$ cat config.mk
export PLATFORM = sky130hd
export DESIGN_NAME = comb_harness_driver
export DESIGN_NICKNAME = d
export VERILOG_FILES = /design/src/rtl/comb_harness_pkg.sv /design/src/rtl/harness_shift_reg.sv /design/src/rtl/comb_harness_driver.sv
export SDC_FILE = /design/constraint.sdc
export NUM_CORES = 1
export LEC_CHECK = 0
export BUFFER_PORTS_ARGS = -buffer_cell sky130_fd_sc_hd__buf_2
export CAP_MARGIN = 10
export CORE_UTILIZATION = 52
export DETAILED_ROUTE_END_ITERATION = 7
export GPL_TIMING_DRIVEN = 0
export PLACE_DENSITY = 0.75
export SYNTH_ARGS = -nofsm -noshare
export SYNTH_HDL_FRONTEND = slang
export SYNTH_SLANG_ARGS = --single-unit
$ cat constraint.sdc
create_clock -name clk -period 1.9 [get_ports clk]
set_clock_uncertainty 0.1 [all_clocks]
set_input_delay 0.095 -clock clk [delete_from_list [all_inputs] [get_ports clk]]
set_output_delay 0.095 -clock clk [all_outputs]
set_load 0.02 [all_outputs]
$ cat src/rtl/comb_harness_pkg.sv
// Shared state encoding and counter sizing for the combinational-cone harness.
// Latency: none (types and constant functions only).
// Backpressure: not applicable.
package comb_harness_pkg;

    typedef enum logic [2:0] {
        S_IDLE,
        S_SHIFT_IN,
        S_SETTLE,
        S_CAPTURE,
        S_SHIFT_OUT,
        S_PARITY,
        S_DONE
    } state_t;

    function automatic int cnt_width(input int a, input int b, input int c);
        int m;
        m = a;
        if (b > m) m = b;
        if (c > m) m = c;
        return $clog2(m + 1);
    endfunction

endpackage

$ cat src/rtl/harness_shift_reg.sv
// Width-parameterised shift register: serial-in/parallel-out and parallel-load/serial-out, MSB-first.
// Latency: one cycle from load/shift to q.
// Backpressure: none; load wins over shift when both are asserted.
module harness_shift_reg #(
    parameter int W = 4
) (
    input  logic         clk,
    input  logic         rst,
    input  logic         load,
    input  logic [W-1:0] load_dat,
    input  logic         shift,
    input  logic         sin,
    output logic [W-1:0] q
);

    logic [W-1:0] shifted;

    generate
        if (W == 1) begin : g_w1
            assign shifted = sin;
        end else begin : g_wn
            assign shifted = {q[W-2:0], sin};
        end
    endgenerate

    always_ff @(posedge clk) begin
        if (rst) begin
            q <= '0;
        end else if (load) begin
            q <= load_dat;
        end else if (shift) begin
            q <= shifted;
        end
    end

endmodule

$ cat src/rtl/comb_harness_driver.sv
// Serial frame in -> apply register -> settle -> capture cone outputs -> serial out (optional even parity via COMB_HARNESS_PARITY_EN).
// Latency: 1 + IN_W + SETTLE + 1 + OUT_W + 1 cycles per frame plus si stalls (+1 with parity).
// Backpressure: si stalls via si_valid; so has no backpressure; start ignored while busy.
module comb_harness_driver
    import comb_harness_pkg::*;
#(
    parameter int IN_W   = 3,
    parameter int OUT_W  = 2,
    parameter int SETTLE = 1
) (
    input  logic             clk,
    input  logic             rst,
    input  logic             start,
    input  logic             si,
    input  logic             si_valid,
    output logic [IN_W-1:0]  comb_in,
    input  logic [OUT_W-1:0] comb_out,
    output logic             so,
    output logic             so_valid,
    output logic             busy,
    output logic             done
);

    localparam int CW = cnt_width(IN_W, OUT_W, SETTLE);
    localparam logic [CW-1:0] IN_LAST  = CW'(IN_W - 1);
    localparam logic [CW-1:0] OUT_LAST = CW'(OUT_W - 1);
    localparam logic [CW-1:0] SET_LAST = CW'(SETTLE - 1);

    state_t          state_q, state_d;
    logic [CW-1:0]   cnt_q, cnt_d;
    logic            in_acc, in_last, out_load, out_shift;
    logic [IN_W-1:0] in_q, in_nxt;
    logic [OUT_W-1:0] out_q;

    harness_shift_reg #(.W(IN_W)) u_in_sr (
        .clk      (clk),
        .rst      (rst),
        .load     (1'b0),
        .load_dat ({IN_W{1'b0}}),
        .shift    (in_acc),
        .sin      (si),
        .q        (in_q)
    );

    // Output register rotates so the captured word is intact again for parity.
    harness_shift_reg #(.W(OUT_W)) u_out_sr (
        .clk      (clk),
        .rst      (rst),
        .load     (out_load),
        .load_dat (comb_out),
        .shift    (out_shift),
        .sin      (out_q[OUT_W-1]),
        .q        (out_q)
    );

    // The apply register takes the completed word in the same edge as the last bit.
    generate
        if (IN_W == 1) begin : g_nxt_w1
            assign in_nxt = si;
        end else begin : g_nxt_wn
            assign in_nxt = {in_q[IN_W-2:0], si};
        end
    endgenerate

    always_comb begin
        state_d   = state_q;
        cnt_d     = cnt_q;
        in_acc    = 1'b0;
        in_last   = 1'b0;
        out_load  = 1'b0;
        out_shift = 1'b0;
        case (state_q)
            S_IDLE: begin
                if (start) begin
                    state_d = S_SHIFT_IN;
                    cnt_d   = '0;
                end
            end
            S_SHIFT_IN: begin
                if (si_valid) begin
                    in_acc = 1'b1;
                    if (cnt_q == IN_LAST) begin
                        in_last = 1'b1;
                        state_d = S_SETTLE;
                        cnt_d   = '0;
                    end else begin
                        cnt_d = cnt_q + 1'b1;
                    end
                end
            end
            S_SETTLE: begin
                if (cnt_q == SET_LAST) begin
                    state_d = S_CAPTURE;
                    cnt_d   = '0;
                end else begin
                    cnt_d = cnt_q + 1'b1;
                end
            end
            S_CAPTURE: begin
                out_load = 1'b1;
                state_d  = S_SHIFT_OUT;
            end
            S_SHIFT_OUT: begin
                out_shift = 1'b1;
                if (cnt_q == OUT_LAST) begin
                    cnt_d = '0;
`ifdef COMB_HARNESS_PARITY_EN
                    state_d = S_PARITY;
`else
                    state_d = S_DONE;
`endif
                end else begin
                    cnt_d = cnt_q + 1'b1;
                end
            end
            S_PARITY: state_d = S_DONE;
            S_DONE:   state_d = S_IDLE;
            default:  state_d = S_IDLE;
        endcase
    end

    always_ff @(posedge clk) begin
        if (rst) begin
            state_q <= S_IDLE;
            cnt_q   <= '0;
            comb_in <= '0;
        end else begin
            state_q <= state_d;
            cnt_q   <= cnt_d;
            if (in_last) begin
                comb_in <= in_nxt;
            end
        end
    end

    always_comb begin
        so       = 1'b0;
        so_valid = 1'b0;
        if (state_q == S_SHIFT_OUT) begin
            so       = out_q[OUT_W-1];
            so_valid = 1'b1;
        end
`ifdef COMB_HARNESS_PARITY_EN
        if (state_q == S_PARITY) begin
            so       = ^out_q;
            so_valid = 1'b1;
        end
`endif
    end

    assign busy = (state_q != S_IDLE);
    assign done = (state_q == S_DONE);

endmodule

# Word level (Yosys, flattened, before mapping)
# Index checks and enable logic that the tools add are counted.
# word_totals
register_bits,12
input_bits,7
output_inout_bits,7
# classes
add_sub_neg,1
n_eq_ne,13
n_mux,22
n_reduce_logical,7
# ops
cell,count
one-hot mux 3 bit (6 select lines),1
two-way mux 3 bit,5
two-way mux 2 bit,7
"!= test 2 bit, second input constant",5
"== test 3 bit, second input constant",3
two-way mux 1 bit,8
one-hot mux 2 bit (4 select lines),1
"== test 3 x 2 -> 1 bit, second input constant",2
AND reduction 5 bit,1
nonzero test 4 bit,1
"== test 3 x 1 -> 1 bit, second input constant",1
zero test 3 bit,1
AND reduction 3 bit,1
nonzero test 3 bit,1
"adder 2 x 1 -> 2 bit, second input constant",1
"== test 2 x 1 -> 1 bit, second input constant",1
"== test 2 bit, second input constant",1
zero test 2 bit,1
nonzero test 2 bit,1

# Longest topological paths before layout
# Gate-level depths: netlist of run 1.
# depth
word_depth,4
mapped_depth,6
ltp_nobuf,6

# Hierarchy
# From an unflattened synthesis of run 1, not the netlist that was laid out.
# unflattened
cells_unflattened,88
hier_area_um2,743.2
# by_module_without_submodules
mod,n_inst,cells_per_inst,area_each_um2,seq_area_each_um2
comb_harness_driver,1,66,516.7,160.2
harness_shift_reg at u_in_sr,1,13,135.1,60.1
harness_shift_reg at u_out_sr,1,9,91.3,40.0

# Least setup slack after synthesis of run 1
# Ideal clock, no wire load.
# synth_path
path_type,register to register
startpoint,reg state_q[1]
endpoint,reg u_out_sr.q[0]
setup_time_ps,71
arrival_ps,1342
t_required_ps,1729
path_slack_ps,388
path_stages_with_launch,5
path_buffers,0
period_less_slack_ps,1512
path_cell_list,dfxtp_1 > nor3b_2 > and2_1 > a21oi_1 > a21oi_1
# synth_between
elab_chain_len,3
elab_cells_between_ends,6
cone_classes,eq/ne (2); mux (3); reduce/logical (1)
# synth_rtl
element,line,source
"start, declared",comb_harness_driver.sv:29,"state_t state_q, state_d;"
"start signal, assigned",comb_harness_driver.sv:128,state_q <= state_d;
== test 3 bit,n/a,
two-way mux 1 bit,n/a,
named net so_valid,comb_harness_driver.sv:19,"output logic so_valid,"
nonzero test 2 bit (no line),n/a,
"end signal, assigned",harness_shift_reg.sv:30,q <= load_dat;
"end signal, assigned",harness_shift_reg.sv:32,q <= shifted;
"end, declared",harness_shift_reg.sv:13,output logic [W-1:0] q
# The timed path passes the listed nets, and every way through them passes these cells.
# A chain may end at the register's enable or synchronous reset.

# Worst setup path in the final report of run 1
# layout_path
startpoint,reg cnt_q[0]
endpoint,reg comb_in[1]
# layout_between
elab_chain_len,4
# layout_rtl
element,line,source
"start, declared",comb_harness_driver.sv:30,"logic [CW-1:0] cnt_q, cnt_d;"
"start signal, assigned",comb_harness_driver.sv:129,cnt_q <= cnt_d;
== test 2 bit,comb_harness_driver.sv:82,if (cnt_q == IN_LAST) begin
two-way mux 1 bit,comb_harness_driver.sv:82,
two-way mux 1 bit,comb_harness_driver.sv:80,if (si_valid) begin
two-way mux 1 bit,comb_harness_driver.sv:72,case (state_q)
"end signal, assigned",comb_harness_driver.sv:131,comb_in <= in_nxt;
"end, declared",comb_harness_driver.sv:16,"output logic [IN_W-1:0] comb_in,"
# No other way between the ends.

==> flow_summary.json, run 1 <==
{
  "run_status": "finished clean",
  "pin_count": 14,
  "ir_drop_uv": 435,
  "grt_pass1_vias": 555,
  "grt_util_met2": 0.371,
  "worstSkewPairLatency_ns": 0.28,
  "worstReg2RegStart": "cnt_q[0]",
  "diodes": 0,
  "grtUsageTotal": 0.227,
  "fmax_ghz": 0.608,
  "wire_per_inst_um": 12.3,
  "critPathRequiredTime_ns": 1.95,
  "r2r_cells": 6,
  "nets": 111,
  "htree_levels": 1,
  "relSlewSlack": 0.726,
  "hpwl_um": 998,
  "synth_area_um2": 712,
  "layout-drive-gt1-share": 0.276,
  "slowest_stage": "nor4b_4",
  "synth.distinct_cells": 31,
  "layout_min_cycle_time_ns": 1.64,
  "ys.flop_type": "dfxtp_1",
  "hold_end": "cnt_q[1]",
  "yosysSeqAreaShare": 0.337,
  "post_cts_buffers": 0,
  "num_rows": 12,
  "cts_root_buffer": "clkbuf_4",
  "core_area_um2": 1190,
  "worst_slew_pin_slew_ns": 0.408,
  "cts_buffer_depth": 2,
  "synth_edf_count": 0,
  "use_met1": 0.267,
  "cts_tree": "yes",
  "synth_fp_nets": 89,
  "async_reset_ff_frac": 0,
  "clk_pin_slew_ns": 0.08,
  "final_area_um2": 871,
  "cp-start-kind": "register",
  "ant_nets": 0,
  "start_util": 0.600,
  "crit_chain": "inv_1 > ha_1 > nand2_1 > nor4b_4 > mux2i_1 > nor2_1",
  "synth_seq_cells": 12,
  "holdCritPathClass": "in2reg",
  "die_h_um": 39,
  "ys_warn_count": 0,
  "syn_area_per_cell_um2": 9.25,
  "synthMostInstantiatedCell": "dfxtp_1",
  "pwr_density_cell_nw_per_um2": 601,
  "cap_violations": 0,
  "hp-start": "start",
  "firstDrtPassIters": 3,
  "fin_cells": 112,
  "grt_overflow": 0,
  "cpPeakStageDelay_ns": 0.36,
  "use_met3": 0.0867,
  "wl_mm": 1.38,
  "final-setup-viol-count": 0,
  "globalplace.congestion": 0.800,
  "path_class": "reg2reg",
  "die_area_um2": 1520,
  "synth_top_area_share": 0.337,
  "p_leak_nw": 0.356,
  "grt_pass1_wl_mm": 2.31,
  "cts_buffers": 3,
  "critPathMaxFanout": 5,
  "die_width_um": 39,
  "fin_setup_tns_ns": 0,
  "crit_family": "simple AND/OR/NAND/NOR gates",
  "drv_slew": 0,
  "synthTopCellsByArea": "dfxtp_1 34%, ha_1 8.8%, mux2i_1 8.4%",
  "antenna_found_initial": 0,
  "min_period_over_period": 0.865,
  "drtIter0Drc": 10,
  "drc": 0,
  "r2r-end": "comb_in[1]",
  "synth_common_cells": "12 x dfxtp_1, 10 x nor2_1, 7 x nand2_1",
  "syn_to_final_growth_pct": 22.3,
  "ff2ff_setup_slack_ns": 0.26,
  "critPathLaunch": "cnt_q[0]",
  "cp.buffers_inverters": 1,
  "placed_cell_area_um2": 795,
  "rsz0062_at_grt": "no",
  "cts.sinks": 12,
  "synthCells": 77,
  "end_kind": "register",
  "crit_arrival_ns": 1.70,
  "top_usage_layer": "met2",
  "via_per_inst": 5.44,
  "grt_max_degree": 11,
  "dp.cells": 104,
  "yosys.area.top_type": "dfxtp_1",
  "vias": 609,
  "finalHoldViolations": 0,
  "worstHoldPathCells": 5,
  "port-buffer-count": 13
}
cell usage in the layout (no fill, tap or decap), types with 2 or more instances in the layout:
cell	synthesis	layout
a21oi_1	6	6
buf_2	1	14
buf_6	2	2
clkbuf_4	0	3
dfxtp_1	12	12
dlygate4sd3_1	0	4
ha_1	5	5
inv_1	3	3
mux2i_1	6	6
nand2_1	7	7
nor2_1	10	10
nor3_1	3	3
nor3b_1	2	2
sequential cells by signal, indices dropped and copies added, names as in the netlist:
signal,cells
comb_in,3
state_q,3
cnt_q,2
u_in_sr.q,2
u_out_sr.q,2
cell families after synthesis:
| logic type | synth area share |
|---|---|
| AND/OR/NAND/NOR | 0.286 |
| AO/OA/AOI/OAI | 0.132 |
| flip-flops | 0.337 |
| XOR/XNOR | 0.0123 |
| adder cells (fa/ha/maj) | 0.0879 |
| multiplexers | 0.0844 |
| buffers and inverters | 0.0597 |
worst max-delay path by stage:
| stage | depth (start not counted) | slack (ns) | endpoint |
|---|---|---|---|
| finish | 6 | 0.26 | comb_in[1] |
| global route | 6 | 0.14 | comb_in[0] |
| CTS | 6 | 0.25 | comb_in[1] |
| detailed placement | 6 | 0.26 | comb_in[1] |
| global placement | 6 | 0.27 | comb_in[0] |
| floorplan | 4 | 0.39 | u_out_sr.q[0] |
worst min-delay path, delay by kind of cell:
family	cells	cell delay [ns]
AO/OA/AOI/OAI	2	0.13
AND/OR/NAND/NOR	2	0.16
buffers and inverters	1	0.08
layer usage:
metal | up-vias | wire, µm
met5 | - | 0
met4 | 0 | 0
li1 | 315 | -
met1 | 279 | 694
met2 | 15 | 629
met3 | 0 | 51
layout make-up:
type | instances | area, µm²
timing repair buffer | 17 | 105
inverter | 3 | 11.3
buffer | 4 | 31.3
sequential | 12 | 240
multi-input combinational | 58 | 429
fill | 106 | 315
clock buffer | 4 | 36.3
tap | 14 | 17.5
timing repair:
item / 4_1_cts / 5_1_grt
hold buffers: 4 / 0
gates resized for setup: 0 / 0
endpoints found under the hold margin: 6 / 0
per-stage QoR:
stage | total power [W] | hold slack, ns | setup WS [ns] | utilization
6_report | 0.000524 | 0.132 | 0.256 | 0.734
5_1_grt | 0.000550 | 0.158 | 0.140 | 0.734
4_1_cts | 0.000529 | 0.132 | 0.245 | 0.734
3_5_place_dp | 0.000314 | 0.194 | 0.264 | 0.670
3_3_place_gp | 0.000314 | 0.192 | 0.269 | 0.670
2_1_floorplan | 0.000299 | 0.0718 | 0.388 | -
power breakdown:
group	internal (W)	total, W	switching, W
registers	0.000255	0.000259	0.00000437
clock network	0.000117	0.000209	0.0000920
logic	0.0000282	0.0000557	0.0000275
total	0.000400	0.000524	0.000124
Power figures use the tool's default switching activity.
==> run 2, diff against run 1 <==
--- a/config.mk
+++ b/config.mk
@@ -7,10 +7,12 @@
 export LEC_CHECK = 0
 export BUFFER_PORTS_ARGS = -buffer_cell sky130_fd_sc_hd__buf_2
 export CAP_MARGIN = 10
-export CORE_UTILIZATION = 52
+export CELL_PAD_IN_SITES_DETAIL_PLACEMENT = 1
+export CELL_PAD_IN_SITES_GLOBAL_PLACEMENT = 1
+export CORE_UTILIZATION = 39
 export DETAILED_ROUTE_END_ITERATION = 7
 export GPL_TIMING_DRIVEN = 0
-export PLACE_DENSITY = 0.75
+export PLACE_DENSITY = 0.74
 export SYNTH_ARGS = -nofsm -noshare
 export SYNTH_HDL_FRONTEND = slang
 export SYNTH_SLANG_ARGS = --single-unit
==> flow_summary.json, run 2 (same netlist as run 1, synthesis figures left out) <==
{
  "cts_hold_buf": 3,
  "dp_worst_setup_slack_ns": 0.180,
  "diodes": 0,
  "r2r_cells": 6,
  "end_kind": "register",
  "run_status": "finished clean",
  "grt_util_met2": 0.315,
  "nets": 110,
  "cts_buffer_depth": 2,
  "use_met3": 0.0360,
  "layout-drive-gt1-share": 0.278,
  "final_core_utilization": 0.507,
  "grt_pass1_vias": 599,
  "wl_mm": 1.54,
  "grt_pass1_wl_mm": 2.62,
  "layout_min_cycle_time_ns": 1.69,
  "hpwl_mm": 1.15,
  "rsz0062_at_grt": "no",
  "start_util": 0.412,
  "reg_top3": "comb_in x3, state_q x3",
  "ir_drop_uv": 361,
  "htree_levels": 1,
  "holdCritPathClass": "in2reg",
  "final_common_cell": "buf_2",
  "critPathRequiredTime_ns": 1.94,
  "total_power_w": 0.000514,
  "drv_slew": 0,
  "worstSkewPairLatency_ns": 0.26,
  "globalplace.congestion": 0.766,
  "core_area_um2": 1730,
  "use_met1": 0.224,
  "path_class": "reg2reg",
  "fmax_ghz": 0.590,
  "setup_slack_ns": 0.205,
  "grtUsageTotal": 0.183,
  "vias": 610,
  "cts.sinks": 12,
  "syn_to_final_growth_pct": 22.8,
  "pin_count": 14,
  "firstDrtPassIters": 2,
  "finalHoldViolations": 0,
  "final-setup-viol-count": 0,
  "fill_cells": 224,
  "crit_arrival_ns": 1.74,
  "die_area_um2": 2000,
  "fin_setup_tns_ns": 0,
  "grt_max_degree": 11,
  "die_width_um": 44.7,
  "ctsResizeCount": 0,
  "relSlewSlack": 0.702,
  "pwr_density_cell_nw_per_um2": 587,
  "wire_per_inst_um": 12.6,
  "ant_nets": 0,
  "worstReg2RegStart": "cnt_q[0]",
  "grt_overflow": 0,
  "hp-start": "comb_out[1]",
  "die_h_um": 44.7,
  "cts_tree": "yes",
  "num_rows": 15,
  "p_leak_nw": 0.352,
  "critPathMaxFanout": 5,
  "post_cts_buffers": 0,
  "worstHoldPathCells": 3,
  "drtIter0Drc": 2,
  "cts_buffers": 3,
  "worst_slew_pin_slew_ns": 0.444,
  "via_per_inst": 5.00,
  "port-buffer-count": 13,
  "antenna_found_initial": 0,
  "critPathLaunch": "cnt_q[0]",
  "top_usage_layer": "met2",
  "cp-start-kind": "register",
  "cap_violations": 0,
  "cts_root_buffer": "clkbuf_4",
  "final_cell_mix": "14 x buf_2, 12 x dfxtp_1, 10 x nor2_1",
  "drc": 0,
  "clk_pin_slew_ns": 0.08,
  "min_period_over_period": 0.892
}
-- run 2: critical path, cell delays in order, from the launching register on --
cell     delay, ns
dfxtp_1       0.35
inv_1         0.11
ha_1          0.21
nand2_1       0.14
nor4b_4       0.36
mux2i_1       0.25
nor2_1        0.06
-- run 2: layout make-up --
cell class                 instances  area, µm²  area share
clock buffer                       4       36.3      0.0415
buffer                             4       31.3      0.0358
tap                               25       31.3      0.0358
sequential                        12        240       0.275
timing repair buffer              16       95.1       0.109
inverter                           3       11.3      0.0129
multi-input combinational         58        429       0.491
-- run 2: final timing paths --
path,to,slack (ns)
worst max register to register,comb_in[0],0.21
worst min-delay path,u_out_sr.q[1],0.01
worst min register to register,u_out_sr.q[1],0.36
worst max-delay path,comb_in[0],0.21
-- run 2: per-stage QoR --
stage	area (µm²)	cells	hold slack [ns]
2_1_floorplan	712	77	0.0718
3_3_place_gp	808	115	0.198
6_report	875	122	0.0121
4_1_cts	875	122	0.00944
5_1_grt	875	122	0.0422
3_5_place_dp	808	115	0.208
-- run 2: routing by layer --
| layer | vias up | share of wire |
|---|---|---|
| met1 | 289 | 0.46 |
| met4 | 0 | 0.0084 |
| li1 | 310 | - |
| met3 | 2 | 0.031 |
| met2 | 9 | 0.50 |
| met5 | - | 0 |
-- run 2: power breakdown --
| group | total, W | switching (W) | internal, W |
|---|---|---|---|
| registers | 0.000259 | 0.00000430 | 0.000255 |
| clock network | 0.000200 | 0.0000833 | 0.000116 |
| logic | 0.0000547 | 0.0000279 | 0.0000268 |
==> run 3, diff against run 2 <==
--- a/config.mk
+++ b/config.mk
@@ -9,10 +9,11 @@
 export CAP_MARGIN = 10
 export CELL_PAD_IN_SITES_DETAIL_PLACEMENT = 1
 export CELL_PAD_IN_SITES_GLOBAL_PLACEMENT = 1
-export CORE_UTILIZATION = 39
+export CORE_UTILIZATION = 42
+export CTS_BUF_LIST = sky130_fd_sc_hd__clkbuf_4
 export DETAILED_ROUTE_END_ITERATION = 7
 export GPL_TIMING_DRIVEN = 0
-export PLACE_DENSITY = 0.74
+export PLACE_DENSITY = 0.79
 export SYNTH_ARGS = -nofsm -noshare
 export SYNTH_HDL_FRONTEND = slang
 export SYNTH_SLANG_ARGS = --single-unit
==> flow_summary.json, run 3 (same netlist as run 1, synthesis figures left out) <==
{
  "hpwl_mm": 1.13,
  "drv_slew": 0,
  "cp-start-kind": "register",
  "fin_setup_tns_ns": 0,
  "layout-drive-gt1-share": 0.271,
  "grt_max_degree": 11,
  "hold_end": "u_out_sr.q[1]",
  "critPathMaxFanout": 5,
  "port-buffer-count": 13,
  "num_rows": 14,
  "r2r-end": "comb_in[0]",
  "grtUsageTotal": 0.182,
  "layout_min_cycle_time_ns": 1.68,
  "die_width_um": 43.2,
  "p_leak_nw": 0.345,
  "core_area_um2": 1540,
  "ff2ff_setup_slack_ns": 0.22,
  "wl_mm": 1.52,
  "final-setup-viol-count": 0,
  "relSlewSlack": 0.719,
  "die_h_um": 43.2,
  "cts_tree": "yes",
  "finalHoldViolations": 0,
  "fin_cells": 112,
  "final_common_cell": "buf_2",
  "fmax_ghz": 0.596,
  "globalplace.congestion": 0.769,
  "grt_overflow": 0,
  "critPathRequiredTime_ns": 1.94,
  "final_cell_mix": "14 x buf_2, 12 x dfxtp_1, 10 x nor2_1",
  "pwr_density_cell_nw_per_um2": 547,
  "htree_levels": 1,
  "reg_top3": "comb_in x3, state_q x3",
  "post_cts_buffers": 0,
  "vias": 613,
  "min_period_over_period": 0.884,
  "whs_ns": 0.0140,
  "dp_worst_setup_slack_ns": 0.220,
  "cts_hold_buf": 3,
  "crit_arrival_ns": 1.72,
  "r2r_cells": 6,
  "worstReg2RegStart": "cnt_q[0]",
  "cts_root_buffer": "clkbuf_4",
  "path_class": "reg2reg",
  "cap_violations": 0,
  "worst_slew_pin_slew_ns": 0.421,
  "cts.sinks": 12,
  "grt_pass1_vias": 573,
  "holdCritPathClass": "in2reg",
  "cts_buffer_depth": 2,
  "start_util": 0.462,
  "via_per_inst": 5.47,
  "dp.cells": 106,
  "drtIter0Drc": 5,
  "worstSkewPairLatency_ns": 0.27,
  "ir_drop_uv": 344,
  "syn_to_final_growth_pct": 19.3,
  "diodes": 0,
  "setup_slack_ns": 0.221,
  "ant_nets": 0,
  "grt_pass1_wl_mm": 2.50,
  "worstHoldPathCells": 3,
  "antenna_found_initial": 0,
  "firstDrtPassIters": 2,
  "nets": 110,
  "end_kind": "register",
  "rsz0062_at_grt": "no",
  "run_status": "finished clean",
  "pin_count": 14,
  "hp-start": "comb_out[1]",
  "cts_buffers": 3,
  "die_area_um2": 1860,
  "ctsResizeCount": 0,
  "drc": 0,
  "wire_per_inst_um": 13.5,
  "clk_pin_slew_ns": 0.07
}
==> run 3: cell type report <==
class | instances | area, µm²
Sequential cell | 12 | 240
Fill cell | 194 | 692
Multi-Input combinational cell | 58 | 429
Inverter | 3 | 11.3
Tap cell | 16 | 20.0
Timing Repair Buffer | 16 | 95.1
Clock buffer | 3 | 22.5
Buffer | 4 | 31.3
==> run 3: report_power, final <==
group	switching [W]	internal, W	leakage [nW]
Sequential	0.00000438	0.000255	0.0970
Combinational	0.0000284	0.0000268	0.234
Clock	0.0000765	0.0000732	0.0138
==> run 3: routing by layer <==
| layer | routed length (µm) | GRT usage | vias up |
|---|---|---|---|
| met5 | 0 | 0 | - |
| met4 | 38 | 0.109 | 0 |
| met3 | 46 | 0.0255 | 4 |
| met2 | 709 | 0.290 | 13 |
| met1 | 722 | 0.229 | 286 |
| li1 | - | - | 310 |
==> run 3: how the worst max path moves through the flow <==
stage | from | end | slack (ns) | cells after the start
6_report | cnt_q[0] | comb_in[0] | 0.22 | 6
3_5_place_dp | cnt_q[0] | comb_in[1] | 0.22 | 6
3_3_place_gp | cnt_q[0] | comb_in[1] | 0.27 | 6
5_1_grt | cnt_q[0] | comb_in[1] | 0.06 | 6
2_1_floorplan | state_q[1] | u_out_sr.q[0] | 0.39 | 4
4_1_cts | cnt_q[0] | comb_in[1] | 0.20 | 6
==> run 3: critical path: stages, from the launching register on <==
cell	delay, ns
dfxtp_1	0.35
inv_1	0.12
ha_1	0.21
nand2_1	0.13
nor4b_4	0.36
mux2i_1	0.23
nor2_1	0.05
==> run 3: metrics by stage <==
| step | cell area, µm² | total power (W) | util |
|---|---|---|---|
| after floorplan | 712 | 0.000299 | - |
| after global placement | 797 | 0.000314 | 0.517 |
| after detailed placement | 797 | 0.000316 | 0.517 |
| after CTS | 850 | 0.000471 | 0.551 |
| after global routing | 850 | 0.000489 | 0.551 |
| final | 850 | 0.000464 | 0.551 |
